==> src/rtl/dbgapb_mst.sv <==
// dbgapb_mst: expands one debug command into APB transfers to the debug window.
// Define DBGAPB_MST_TIMEOUT_EN to bound the ACCESS wait on pready by TIMEOUT.
module dbgapb_mst #(
  parameter logic [31:0] BASE_ADDR    = 32'h0000_0000,
  parameter logic [11:0] OFS_DBG_EN   = 12'h000,
  parameter logic [11:0] OFS_INST     = 12'h004,
  parameter logic [11:0] OFS_INST_WR  = 12'h008,
  parameter logic [11:0] OFS_WDATA    = 12'h00c,
  parameter logic [11:0] OFS_WDATA_WR = 12'h010,
  parameter logic [11:0] OFS_RDATA    = 12'h014
`ifdef DBGAPB_MST_TIMEOUT_EN
  ,
  parameter int unsigned TIMEOUT      = 1023
`endif
) (
  input  logic        pclk,
  input  logic        presetn,
  input  logic        cmd_valid,
  output logic        cmd_ready,
  input  logic [31:0] cmd_inst,
  input  logic [31:0] cmd_wdata,
  input  logic        cmd_wr,
  input  logic        cmd_rd,
  output logic        rsp_valid,
  input  logic        rsp_ready,
  output logic [31:0] rsp_rdata,
  output logic        rsp_err,
  output logic        psel,
  output logic        penable,
  output logic        pwrite,
  output logic [31:0] paddr,
  output logic [3:0]  pstrb,
  output logic [31:0] pwdata,
  input  logic [31:0] prdata,
  input  logic        pready,
  input  logic        pslverr
);

  typedef enum logic [1:0] {IDLE, SETUP, ACCESS, RESP} state_t;

  localparam logic [2:0] ST_EN    = 3'd0;
  localparam logic [2:0] ST_WD    = 3'd1;
  localparam logic [2:0] ST_WDWR  = 3'd2;
  localparam logic [2:0] ST_INST  = 3'd3;
  localparam logic [2:0] ST_INSWR = 3'd4;
  localparam logic [2:0] ST_RD    = 3'd5;

  state_t      r_state, w_state;
  logic [2:0]  r_step, w_step, w_ld_step;
  logic [5:0]  r_todo, w_todo, w_mask;
  logic [31:0] r_inst, w_inst, w_ld_inst;
  logic [31:0] r_wdata, w_wdata, w_ld_wdata;
  logic        r_en_done, w_en_done;
  logic        r_psel, w_psel, r_penable, w_penable;
  logic        r_pwrite, w_pwrite;
  logic [31:0] r_paddr, w_paddr, r_pwdata, w_pwdata;
  logic [3:0]  r_pstrb, w_pstrb;
  logic        r_rsp_valid, w_rsp_valid, r_rsp_err, w_rsp_err;
  logic [31:0] r_rsp_rdata, w_rsp_rdata;
  logic        w_load, w_finish, w_abort;

  function automatic logic [2:0] f_first(input logic [5:0] m);
    f_first = 3'd0;
    for (int i = 5; i >= 0; i--)
      if (m[i]) f_first = 3'(i);
  endfunction

  function automatic logic [5:0] f_bit(input logic [2:0] s);
    f_bit = 6'b1 << s;
  endfunction

  function automatic logic [11:0] f_ofs(input logic [2:0] s);
    case (s)
      ST_EN:    f_ofs = OFS_DBG_EN;
      ST_WD:    f_ofs = OFS_WDATA;
      ST_WDWR:  f_ofs = OFS_WDATA_WR;
      ST_INST:  f_ofs = OFS_INST;
      ST_INSWR: f_ofs = OFS_INST_WR;
      default:  f_ofs = OFS_RDATA;
    endcase
  endfunction

  function automatic logic [31:0] f_data(input logic [2:0]  s,
                                         input logic [31:0] inst,
                                         input logic [31:0] wd);
    case (s)
      ST_WD:   f_data = wd;
      ST_INST: f_data = inst;
      ST_RD:   f_data = 32'h0;
      default: f_data = 32'h1;
    endcase
  endfunction

`ifdef DBGAPB_MST_TIMEOUT_EN
  localparam logic [9:0] TMO_LAST = 10'(TIMEOUT - 1);
  logic [9:0] r_tmo;

  always_ff @(posedge pclk or negedge presetn) begin
    if (!presetn)
      r_tmo <= '0;
    else if (r_state == SETUP)
      r_tmo <= '0;
    else if (r_state == ACCESS && !pready)
      r_tmo <= r_tmo + 10'd1;
  end
`endif

  always_comb begin
    w_state     = r_state;
    w_step      = r_step;
    w_todo      = r_todo;
    w_inst      = r_inst;
    w_wdata     = r_wdata;
    w_en_done   = r_en_done;
    w_psel      = r_psel;
    w_penable   = r_penable;
    w_pwrite    = r_pwrite;
    w_paddr     = r_paddr;
    w_pstrb     = r_pstrb;
    w_pwdata    = r_pwdata;
    w_rsp_valid = r_rsp_valid;
    w_rsp_err   = r_rsp_err;
    w_rsp_rdata = r_rsp_rdata;
    w_load      = 1'b0;
    w_finish    = 1'b0;
    w_abort     = 1'b0;
    w_ld_step   = r_step;
    w_ld_inst   = r_inst;
    w_ld_wdata  = r_wdata;
    // bit i of the mask enables step i, in issue order
    w_mask = {cmd_rd, 2'b11, cmd_wr, cmd_wr, ~r_en_done};
    unique case (r_state)
      IDLE: begin
        if (cmd_valid) begin
          w_inst      = cmd_inst;
          w_wdata     = cmd_wdata;
          w_rsp_rdata = '0;
          w_rsp_err   = 1'b0;
          w_load      = 1'b1;
          w_ld_step   = f_first(w_mask);
          w_ld_inst   = cmd_inst;
          w_ld_wdata  = cmd_wdata;
          w_todo      = w_mask & ~f_bit(w_ld_step);
        end
      end
      SETUP: begin
        w_penable = 1'b1;
        w_state   = ACCESS;
      end
      ACCESS: begin
        if (pready) begin
          if (pslverr) begin
            w_abort = 1'b1;
          end else begin
            if (r_step == ST_EN) w_en_done = 1'b1;
            if (r_step == ST_RD) w_rsp_rdata = prdata;
            if (r_todo == '0) begin
              w_finish = 1'b1;
            end else begin
              w_load    = 1'b1;
              w_ld_step = f_first(r_todo);
              w_todo    = r_todo & ~f_bit(w_ld_step);
            end
          end
        end
`ifdef DBGAPB_MST_TIMEOUT_EN
        else if (r_tmo == TMO_LAST) begin
          w_abort = 1'b1;
        end
`endif
      end
      RESP: begin
        if (rsp_ready) begin
          w_rsp_valid = 1'b0;
          w_state     = IDLE;
        end
      end
      default: w_state = IDLE;
    endcase
    if (w_abort) begin
      w_rsp_err   = 1'b1;
      w_rsp_rdata = '0;
      w_finish    = 1'b1;
    end
    if (w_finish) begin
      w_state     = RESP;
      w_psel      = 1'b0;
      w_penable   = 1'b0;
      w_rsp_valid = 1'b1;
    end
    if (w_load) begin
      w_state   = SETUP;
      w_step    = w_ld_step;
      w_psel    = 1'b1;
      w_penable = 1'b0;
      w_pwrite  = (w_ld_step != ST_RD);
      w_pstrb   = (w_ld_step != ST_RD) ? 4'hf : 4'h0;
      w_paddr   = BASE_ADDR | {20'h0, f_ofs(w_ld_step)};
      w_pwdata  = f_data(w_ld_step, w_ld_inst, w_ld_wdata);
    end
  end

  always_ff @(posedge pclk or negedge presetn) begin
    if (!presetn) begin
      r_state     <= IDLE;
      r_step      <= '0;
      r_todo      <= '0;
      r_inst      <= '0;
      r_wdata     <= '0;
      r_en_done   <= 1'b0;
      r_psel      <= 1'b0;
      r_penable   <= 1'b0;
      r_pwrite    <= 1'b0;
      r_paddr     <= '0;
      r_pstrb     <= '0;
      r_pwdata    <= '0;
      r_rsp_valid <= 1'b0;
      r_rsp_err   <= 1'b0;
      r_rsp_rdata <= '0;
    end else begin
      r_state     <= w_state;
      r_step      <= w_step;
      r_todo      <= w_todo;
      r_inst      <= w_inst;
      r_wdata     <= w_wdata;
      r_en_done   <= w_en_done;
      r_psel      <= w_psel;
      r_penable   <= w_penable;
      r_pwrite    <= w_pwrite;
      r_paddr     <= w_paddr;
      r_pstrb     <= w_pstrb;
      r_pwdata    <= w_pwdata;
      r_rsp_valid <= w_rsp_valid;
      r_rsp_err   <= w_rsp_err;
      r_rsp_rdata <= w_rsp_rdata;
    end
  end

  assign cmd_ready = (r_state == IDLE) && presetn;
  assign rsp_valid = r_rsp_valid;
  assign rsp_err   = r_rsp_err;
  assign rsp_rdata = r_rsp_rdata;
  assign psel      = r_psel;
  assign penable   = r_penable;
  assign pwrite    = r_pwrite;
  assign paddr     = r_paddr;
  assign pstrb     = r_pstrb;
  assign pwdata    = r_pwdata;

endmodule

==> config.mk <==
export PLATFORM = sky130hd
export DESIGN_NAME = dbgapb_mst
export DESIGN_NICKNAME = d
export VERILOG_FILES = /design/src/rtl/dbgapb_mst.sv
export SDC_FILE = /design/constraint.sdc
export NUM_CORES = 1
export LEC_CHECK = 0
export ABC_AREA = 1
export CAP_MARGIN = 20
export CORE_MARGIN = 2
export CORE_UTILIZATION = 47
export DETAILED_ROUTE_END_ITERATION = 10
export PLACE_DENSITY = 0.82
export RECOVER_POWER = 100
export REMOVE_ABC_BUFFERS = 1
export SYNTH_ARGS = -nofsm -noshare
export SYNTH_HDL_FRONTEND = slang
export SYNTH_SLANG_ARGS = --single-unit
==> constraint.sdc <==
create_clock -name pclk -period 1.85 [get_ports pclk]
set_clock_uncertainty 0.05 [all_clocks]
set_input_delay 0.185 -clock pclk [delete_from_list [all_inputs] [get_ports pclk]]
set_output_delay 0.185 -clock pclk [all_outputs]
set_load 0.01 [all_outputs]
==> run_results.csv <==
group,metric,value,unit
worst_setup_path,critPathLaunchType,"register",
floorplan,io_pins,210,
clock_network,cts_tree,"built",
placed_design,detailedPlace.worstSlack,-0.139,ns
drt,via_per_inst,5.18,
floorplan,rows,44,
placed_design,io_buffers,180,
timing,final.setup.worst_slack,-0.161,ns
synthesis,synth-warning-count,0,
floorplan,initial_core_util,0.475,
layout,layout.nets,1156,
clock_network,clock-sinks,148,
timing,hold_violations,0,
outcome,violations,"negative setup slack",
layout,multi_input_area,2670,um2
layout,drive_above_1_share,0.122,
drt,postRouteAntennaNets,0,
global_routing,grt_pass1_vias,6121,
layout,area_delta_synth_final,45.4,%
outcome,status,"finished, violations left",
synthesis,async_flop_share,1.00,
worst_hold_path,holdPathStages,3,
timing,relSlewSlack,0.0814,
layout,seqCellArea,3700,um2
timing,timing.fmax,497,MHz
placed_design,gp_congestion,0.858,
clock_network,clk_latency,0.43,ns
synthesis,ys.flop_type,"dfrtp_1",
global_routing,top_usage_layer,"met2",
drt,routed_wirelength,20.2,mm
layout,fin_area,9920,um2
timing,tns,-1.98,ns
timing,setup_viol,55,
clock_network,htree_levels,4,
global_routing,grt_max_degree,149,
power_and_ir_drop,p_total,18.0,mW
floorplan,core_area,14400,um2
placed_design,dpl_cell_area,8920,um2
clock_network,clk_pin_slew_worst_paths,0.06,ns
timing,slew_violations,0,
drt,drc,0,
power_and_ir_drop,power_density,1810,nW/um2
global_routing,use_met2,0.414,
synthesis,synth_edf_count,0,
synthesis,synth-seq-area-share,0.543,
power_and_ir_drop,power_leakage,4.96,nW
worst_setup_path,required,2.11,ns
global_routing,track_usage,0.245,
timing,finalCritPeriodShare,1.09,
synthesis,yosysUniqueCellTypes,30,
drt,num_vias,6464,
timing,tightest_slew,1.38,ns
floorplan,design.die.area,15500,um2
run,maxCapViolations,0,
synthesis,syn-cell-area,6820,um2
timing,rsz0062_at_grt,"true",
worst_setup_path,reg2reg_depth,15,
clock_network,root_buffer,"clkbuf_16",
layout,diodes,0,
layout,final_cells,1249,
synthesis,syn_area_per_cell,8.14,um2
worst_hold_path,min-delay-path-class,"in -> reg",
worst_setup_path,worstSetupPathType,"reg -> reg",
clock_network,cts-root-to-sink-buffers,2,
layout,final_cell_mix,"nand2_1 (379), clkdlybuf4s50_1 (178), dfrtp_1 (147)",
floorplan,die_h,124,um
worst_setup_path,arrival,2.27,ns
global_routing,antenna_found_initial,0,
drt,first_pass_iters,5,
floorplan,dieWidth,124,um
global_routing,grt_overflow,0,
synthesis,syn_inst,838,
global_routing,use_met3,0.0537,
placed_design,dp_hpwl,12.0,mm
worst_setup_path,worst-path-max-fanout,17,
global_routing,grt_use_met1,0.313,
layout,fill_cells,1057,
placed_design,placedCellCount,1193,
global_routing,grt_pass1_wl,30.8,mm
clock_network,cts_buffers,17,
drt,drt_iter0_markers,554,
layout,final_common_cell,"nand2_1",
timing,fin_crit,2.01,ns
power_and_ir_drop,vdd_drop_max,1.03,mV
drt,wl_per_cell,16.2,um
worst_setup_path,crit_path_end_kind,"register",
synthesis,ys_ff_latch,148,
[cell usage after synthesis, types with 2 or more instances]
library cell / number / area share
nor2_4: 2 / 0.0033
inv_1: 24 / 0.013
o21ai_0: 10 / 0.0073
o22ai_1: 2 / 0.0018
buf_6: 5 / 0.0083
nand2_2: 4 / 0.0037
clkbuf_1: 11 / 0.0061
nand2_1: 383 / 0.21
or2_1: 2 / 0.0018
a21oi_1: 38 / 0.028
nor3_1: 2 / 0.0015
nand3_1: 8 / 0.0059
a21oi_2: 2 / 0.0026
buf_2: 29 / 0.021
nor2_1: 51 / 0.028
nand4_1: 62 / 0.057
buf_4: 36 / 0.040
dfrtp_1: 148 / 0.54
inv_2: 6 / 0.0033
buf_1: 3 / 0.0017
[routing by layer]
metal  vias up  wire (um)
li1       3044          -
met1      3121       8520
met2       258      10100
met3        41       1060
met4         0        464
met5         -          0
[flip-flops by register name, indices dropped and copies added, names as in the netlist]
register and count:
paddr 3, r_wdata 32, pwdata 32, penable 1, psel 1, pstrb 1, rsp_rdata 32, rsp_err 1
r_todo 6, r_step 3, r_en_done 1, rsp_valid 1, r_state 2, r_inst 32
[logic make-up after synthesis]
| logic type | after synthesis | share of synthesized area |
|---|---|---|
| simple gates | 516 | 0.314 |
| other cells | 1 | 0.000550 |
| flops | 148 | 0.543 |
| compound gates | 59 | 0.0486 |
| buf+inv | 114 | 0.0934 |
[what timing repair did]
item / CTS / global route
setup endpoints to repair: 15 / 69
gates resized for setup: 8 / 22
pin swaps: 3 / 20
hold endpoints to repair: 148 / 0
hold buffers: 1 / 0
cloned: 1 / 8
buffers inserted: 7 / 8
[metrics by stage]
step / utilization / hold WS (ns)
global route: 0.690 / 0.251
global placement: 0.621 / 0.325
finish: 0.690 / 0.255
detailed placement: 0.621 / 0.333
floorplan: - / -0.161
CTS: 0.670 / 0.250
[final cells by class]
| cell class | count | area share |
|---|---|---|
| clock inverters | 11 | 0.0127 |
| multi-input cells | 604 | 0.269 |
| flip-flops and latches | 148 | 0.374 |
| well taps | 184 | 0.0232 |
| repair buffers | 251 | 0.263 |
| clock buffers | 21 | 0.0464 |
| inverters | 30 | 0.0116 |
[report_power, final]
group	switching [mW]	internal, mW
Clock	1.39	2.06
Combinational	5.17	4.11
Sequential	0.621	4.64
[worst paths after layout]
check / end / startpoint / slack [ns]
max: pwdata[0] / r_state[1] / -0.16
min: rsp_rdata[0] / prdata[0] / 0.25
max reg2reg: pwdata[0] / r_state[1] / -0.16
min reg2reg: r_wdata[16] / r_wdata[16] / 0.43
max in group asynchronous: r_todo[0] / presetn / 0.14
min in group asynchronous: rsp_valid / presetn / 0.61
[worst max-delay path, stage by stage, from the launching register on]
cell,delay (ns)
dfrtp_1,0.41
inv_2,0.09
buf_6,0.10
nor2_4,0.04
nand2_4,0.10
nor2_4,0.05
buf_4,0.14
a21oi_4,0.15
nand2_2,0.11
inv_4,0.09
buf_12,0.15
nand2_1,0.07
nand2_1,0.06
nand2_1,0.06
nor2_1,0.17
nor2_1,0.06
Note: power is estimated with default switching activity, not from simulation.
==> RTL edit 1, RTL diff (same flow settings) <==
The option `DBGAPB_MST_TIMEOUT_EN` is turned on by a define.
--- a/src/rtl/dbgapb_mst.sv
+++ b/src/rtl/dbgapb_mst.sv
@@ -1,5 +1,7 @@
 // dbgapb_mst: expands one debug command into APB transfers to the debug window.
 // Define DBGAPB_MST_TIMEOUT_EN to bound the ACCESS wait on pready by TIMEOUT.
+`define DBGAPB_MST_TIMEOUT_EN
+
 module dbgapb_mst #(
   parameter logic [31:0] BASE_ADDR    = 32'h0000_0000,
   parameter logic [11:0] OFS_DBG_EN   = 12'h000,
Formal check against the unedited RTL: same outputs for any inputs over 4 cycles, from zero or initial values and one cycle with presetn low; that may be too few to reach the edited logic, so the function may still have changed.
==> RTL edit 1 against the unedited design <==
  * Routed wire length is 3.7% higher
  * Fmax increased by 11%
  * Synthesized cell count grew 7.4%
  * Sequential cell count is 10 higher
  * Cell area rose by 5.2%
  * Die area up 7.7%
  * Area after synthesis rose by 8.0%
  * Sequential power rose by 3%
  * Critical endpoint is now rsp_rdata[12]
  * Final cell count grew 6.6%
  * Worst setup slack improved by 0.20 ns
  * Largest cell class unchanged
  * Via count rose by 5.6%
  * Global-route usage fell by 1.3 points
  * Power down 4.1%
==> RTL edit 1: results (changes against the unedited design) <==
\begin{tabular}{lr}
\hline
Metric & Value \\
\hline
\multicolumn{2}{l}{\textbf{Drt}} \\
\quad Routed via count & 6,825 (was 6,464) \\
\quad Number of violations reported at the end of detailed-routing iteration 0 & 517 (was 554) \\
\quad Average vias per placed instance & 5.13 (was 5.18) \\
\multicolumn{2}{l}{\textbf{Yosys}} \\
\quad Top cells by area in the synthesized netlist & dfrtp\_1 54\%, nand2\_1 22\%, nand4\_1 5.5\%, buf\_4 4.2\%, o21ai\_0 3.2\% (was dfrtp\_1 54\%, nand2\_1 21\%, nand4\_1 5.7\%, buf\_4 4.0\%, nor2\_1 2.8\%) \\
\quad Commonest cells post-synth & 422 x nand2\_1, 158 x dfrtp\_1, 65 x nand4\_1 (was 383 x nand2\_1, 148 x dfrtp\_1, 62 x nand4\_1) \\
\quad Count of distinct cell types in the synthesized netlist & 36 (was 30) \\
\quad Post-synthesis sequential area ratio & 53.7\% (was 54.3\%) \\
\quad Per-instance average area after synthesis & 8.18 um2 (was 8.14 um2) \\
\multicolumn{2}{l}{\textbf{Global route}} \\
\quad Wire length of the first global-routing pass & 30,600 um (was 30,800 um) \\
\quad Met3 capacity usage during global routing & 5.70\% (was 5.37\%) \\
\quad Vias in the first global route & 6,354 (was 6,121) \\
\quad Met1 GRT Util & 30.8\% (was 31.3\%) \\
\quad Total routing usage reported by global routing & 23.2\% (was 24.5\%) \\
\quad Pin count of the biggest net entering global routing & 159 (was 149) \\
\multicolumn{2}{l}{\textbf{Cells and area}} \\
\quad Filler Cells Inserted & 1,158 (was 1,057) \\
\quad Layout Nets & 1,214 (was 1,156) \\
\quad Layout cell share with drive strength beyond 1 & 12.5\% (was 12.2\%) \\
\multicolumn{2}{l}{\textbf{STA}} \\
\quad Hold Worst Slack & 0.265 ns (was 0.255 ns) \\
\quad Time the final worst path needs with I/O delays and setup & 1.81 ns (was 2.01 ns) \\
\quad Worst slew slack as a fraction of its limit & 13.7\% (was 8.14\%) \\
\multicolumn{2}{l}{\textbf{Worst setup path}} \\
\quad Largest stage delay on the critical path & 0.39 ns (was 0.41 ns) \\
\quad Setup slack of the worst register-to-register path & 0.04 ns (was -0.16 ns) \\
\quad Data arrival at the endpoint of the critical path & 2.06 ns (was 2.27 ns) \\
\multicolumn{2}{l}{\textbf{Placed design}} \\
\quad Routability cong. & 0.866 (was 0.858) \\
\quad Total cell area at the placement stage & 9510 um2 (was 8920 um2) \\
\quad Detail Placement HPWL & 12,800 um (was 12,000 um) \\
\quad Placement-stage worst setup slack & -0.154 ns (was -0.139 ns) \\
\multicolumn{2}{l}{\textbf{Outcome}} \\
\quad Status & finished, final reports clean (was finished with violations) \\
\multicolumn{2}{l}{\textbf{Worst hold path}} \\
\quad Hold WC Path Type & in2reg (unchanged) \\
\multicolumn{2}{l}{\textbf{Power and ir drop}} \\
\quad Largest voltage drop on the vdd net & 0.000897 V (was 0.00103 V) \\
\multicolumn{2}{l}{\textbf{Clock network}} \\
\quad CTS H-tree depth & 4 (unchanged) \\
\hline
\end{tabular}
RTL edit 1: repair_timing:
item | in CTS | in global routing
hold buffers | 1 | 0
setup endpoints to repair | 2 | 68
endpoints found under the hold margin | 158 | 0
buffers inserted | 0 | 5
gates resized for setup | 2 | 53
pin swaps | 0 | 12
cloned | 0 | 10
RTL edit 1: power by group:
group / switching, mW / internal [mW]
clock: 1.39 / 1.94
combinational: 4.77 / 3.75
sequential: 0.656 / 4.75
total: 6.81 / 10.4
RTL edit 1: cell type report:
type | count | area, um2 | area share [%]
Clock inverter | 11 | 92.6 | 0.888
Clock buffer | 20 | 467 | 4.48
Tap cell | 211 | 264 | 2.53
Inverter | 36 | 140 | 1.34
Sequential cell | 158 | 3960 | 37.9
Multi-Input combinational cell | 649 | 2940 | 28.2
Timing Repair Buffer | 246 | 2570 | 24.6
RTL edit 1: per-layer routing:
layer  up-vias  share of wire, %
li1       3253                 -
met1      3231                42
met2       299                48
met3        42               7.9
met4         0               2.1
met5         -                 0
RTL edit 1: path summary, 6_finish.rpt:
kind | start | to | depth (start not counted)
min in group asynchronous | presetn | rsp_rdata[9] | 3
hold / removal | cmd_inst[1] | r_inst[1] | 3
max in group asynchronous | presetn | pwdata[28] | 3
setup reg to reg | r_tmo[0] | rsp_rdata[12] | 12
setup / recovery | r_tmo[0] | rsp_rdata[12] | 12
hold reg to reg | r_wdata[0] | r_wdata[0] | 2
RTL edit 1: cell families (layout without fill, tap and decap cells):
family	Yosys count	count (layout)	share of synthesized area (%)
AOI/OAI and AO/OA	70	70	5.25
DFF	158	158	53.7
buffers and inverters	121	313	9.24
other	1	29	0.0509
adders and majority gates	2	2	0.340
and+or+nand+nor	548	548	31.4
==> RTL edit 2, RTL diff (config.mk and constraints unchanged) <==
Made on the original files. The 4 states of `state_t` get a Gray code encoding in 2 bits.
--- a/src/rtl/dbgapb_mst.sv
+++ b/src/rtl/dbgapb_mst.sv
@@ -36,7 +36,7 @@
   input  logic        pslverr
 );
 
-  typedef enum logic [1:0] {IDLE, SETUP, ACCESS, RESP} state_t;
+  typedef enum logic [1:0] {IDLE = 2'b00, SETUP = 2'b01, ACCESS = 2'b11, RESP = 2'b10} state_t;
 
   localparam logic [2:0] ST_EN    = 3'd0;
   localparam logic [2:0] ST_WD    = 3'd1;
Check against the original RTL: no difference found for any inputs over 4 cycles, from zero or initial values and one cycle with presetn low; so few cycles prove little.
==> RTL edit 2 against the unedited design <==
  * The flow still finishes with violations (negative setup slack)
  * Area after synthesis increased by 2.0%
  * Power grew 27%
  * Routed wire length increased by 21%
  * Combinational power increased by 52%
  * Synthesized cell count rose by 3.6%
  * Global-route usage grew 4.2 points
  * Cell area rose by 9.4%
  * Critical path type unchanged
  * Sequential cell count did not move
  * Via count increased by 9.5%
  * Worst setup slack got worse by 0.093 ns
==> RTL edit 2: results (changes against the unedited design) <==
\begin{tabular}{lr}
\hline
Metric & Value \\
\hline
\multicolumn{2}{l}{\textbf{Yosys}} \\
\quad Commonest cells post-synth & 392 x nand2\_1, 148 x dfrtp\_1, 62 x nand4\_1 (was 383 x nand2\_1, 148 x dfrtp\_1, 62 x nand4\_1) \\
\quad Post-synthesis sequential area ratio & 53.3\% (was 54.3\%) \\
\quad Post-synthesis compound-gate area fraction & 5.38\% (was 4.86\%) \\
\quad Adder-cell area share of the yosys netlist & 0.900\% (was 0\%) \\
\multicolumn{2}{l}{\textbf{STA}} \\
\quad Worst Setup Slack, final & -0.254 ns (was -0.161 ns) \\
\quad Worst slew slack as a fraction of its limit & 35.7\% (was 8.14\%) \\
\quad Final number of setup-violating endpoints & 77 (was 55) \\
\quad Total Neg Setup Slack & -11.84 ns (was -1.98 ns) \\
\multicolumn{2}{l}{\textbf{Outcome}} \\
\quad Violated checks & negative setup slack (unchanged) \\
\quad Status & finished with violations (unchanged) \\
\multicolumn{2}{l}{\textbf{Power and ir drop}} \\
\quad Largest voltage drop on the vdd net & 0.00116 V (was 0.00103 V) \\
\quad Leakage component of the power & 5.27 nW (was 4.96 nW) \\
\quad Switch Pwr & 9.65 mW (was 7.18 mW) \\
\multicolumn{2}{l}{\textbf{Worst setup path}} \\
\quad Setup slack of the worst register-to-register path & -0.25 ns (was -0.16 ns) \\
\quad Critical-path maximum fanout & 11 (was 17) \\
\quad Startpoint of the lowest-slack register-to-register path & r\_todo[0] (was r\_state[1]) \\
\quad Data arrival at the endpoint of the critical path & 2.43 ns (was 2.27 ns) \\
\quad Termination of the worst setup path & pwdata[8] (was pwdata[0]) \\
\multicolumn{2}{l}{\textbf{Drt}} \\
\quad Routed via count & 7,080 (was 6,464) \\
\quad DR WL/cell & 18.8 um (was 16.2 um) \\
\quad Number of violations reported at the end of detailed-routing iteration 0 & 693 (was 554) \\
\multicolumn{2}{l}{\textbf{Global route}} \\
\quad Pin count of the biggest net entering global routing & 75 (was 149) \\
\quad Vias in the first global route & 6,926 (was 6,121) \\
\quad Wire length of the first global-routing pass & 35,800 um (was 30,800 um) \\
\multicolumn{2}{l}{\textbf{Cells and area}} \\
\quad Filler Cells Inserted & 931 (was 1,057) \\
\quad Layout cell share with drive strength beyond 1 & 21.2\% (was 12.2\%) \\
\quad Layout Nets & 1,210 (was 1,156) \\
\hline
\end{tabular}
==> RTL edit 2: worst min path at each step <==
| stage | end | slack [ns] |
|---|---|---|
| floorplan | paddr[2] | -0.16 |
| global placement | r_inst[9] | 0.41 |
| detailed placement | r_inst[8] | 0.41 |
| CTS | rsp_rdata[7] | 0.24 |
| global route | rsp_rdata[12] | 0.26 |
| finish | rsp_rdata[3] | 0.25 |
==> RTL edit 2: power by group through the flow <==
stage | clock, mW | combinational (mW) | sequential (mW)
final | 3.36 | 14.1 | 5.40
after global routing | 3.53 | 14.8 | 5.52
after CTS | 3.36 | 12.0 | 5.30
after detailed placement | 0 | 8.97 | 5.20
after global placement | 0 | 8.77 | 5.14
after floorplan | 0 | 4.50 | 5.42
==> RTL edit 2: per-layer routing <==
metal	vias to the layer above	global-route usage, %	wire length, um
met4	0	16.9	1330
met2	412	48.0	12300
met1	3368	34.9	9020
met5	-	0	0
li1	3185	-	-
met3	115	5.35	1690
==> RTL edit 2: final cells by class <==
type / count / share of cell area (%)
Clock buffer: 24 / 4.53
Inverter: 38 / 1.50
Multi-Input combinational cell: 627 / 29.8
Tap cell: 184 / 2.12
Timing Repair Buffer: 269 / 27.2
Sequential cell: 148 / 34.2
Clock inverter: 8 / 0.692
==> RTL edit 2: logic make-up after synthesis <==
kind of cell	Yosys count
adder cells (fa/ha/maj)	5
AND/OR/NAND/NOR	527
flip-flops	148
AO/OA/AOI/OAI	66
buffers and inverters	121
other	1
==> RTL edit 2: timing repair <==
| action | in CTS | in global routing |
|---|---|---|
| hold buffers | 1 | 0 |
| gates cloned | 10 | 6 |
| resized for setup | 126 | 69 |
| endpoints found under the hold margin | 148 | 0 |
| buffers inserted | 15 | 11 |
| pin swaps | 7 | 20 |
| setup endpoints to repair | 79 | 80 |
==> RTL edit 2: per-stage QoR <==
step	worst slack, ns	instances	area, um2	utilization (%)	power (mW)
global placement	-0.206	1228	9080	62.7	13.9
detailed placement	-0.260	1228	9080	62.7	14.2
finish	-0.254	1298	10800	74.9	22.8
CTS	-0.108	1286	10500	72.2	20.7
global route	-0.403	1298	10800	74.9	23.9
floorplan	-2.85	813	6570	-	9.92
==> RTL edit 2: worst max-delay path: stages, from the launching register on <==
cell	delay, ns
dfrtp_1	0.39
nor2_2	0.18
nand3_2	0.17
nand2_2	0.15
inv_2	0.05
nand2_1	0.09
nand2_2	0.09
a21oi_4	0.18
buf_6	0.13
buf_12	0.12
buf_16	0.13
nand4_1	0.10
nand2_1	0.09
nand2_1	0.05
nand2_1	0.06
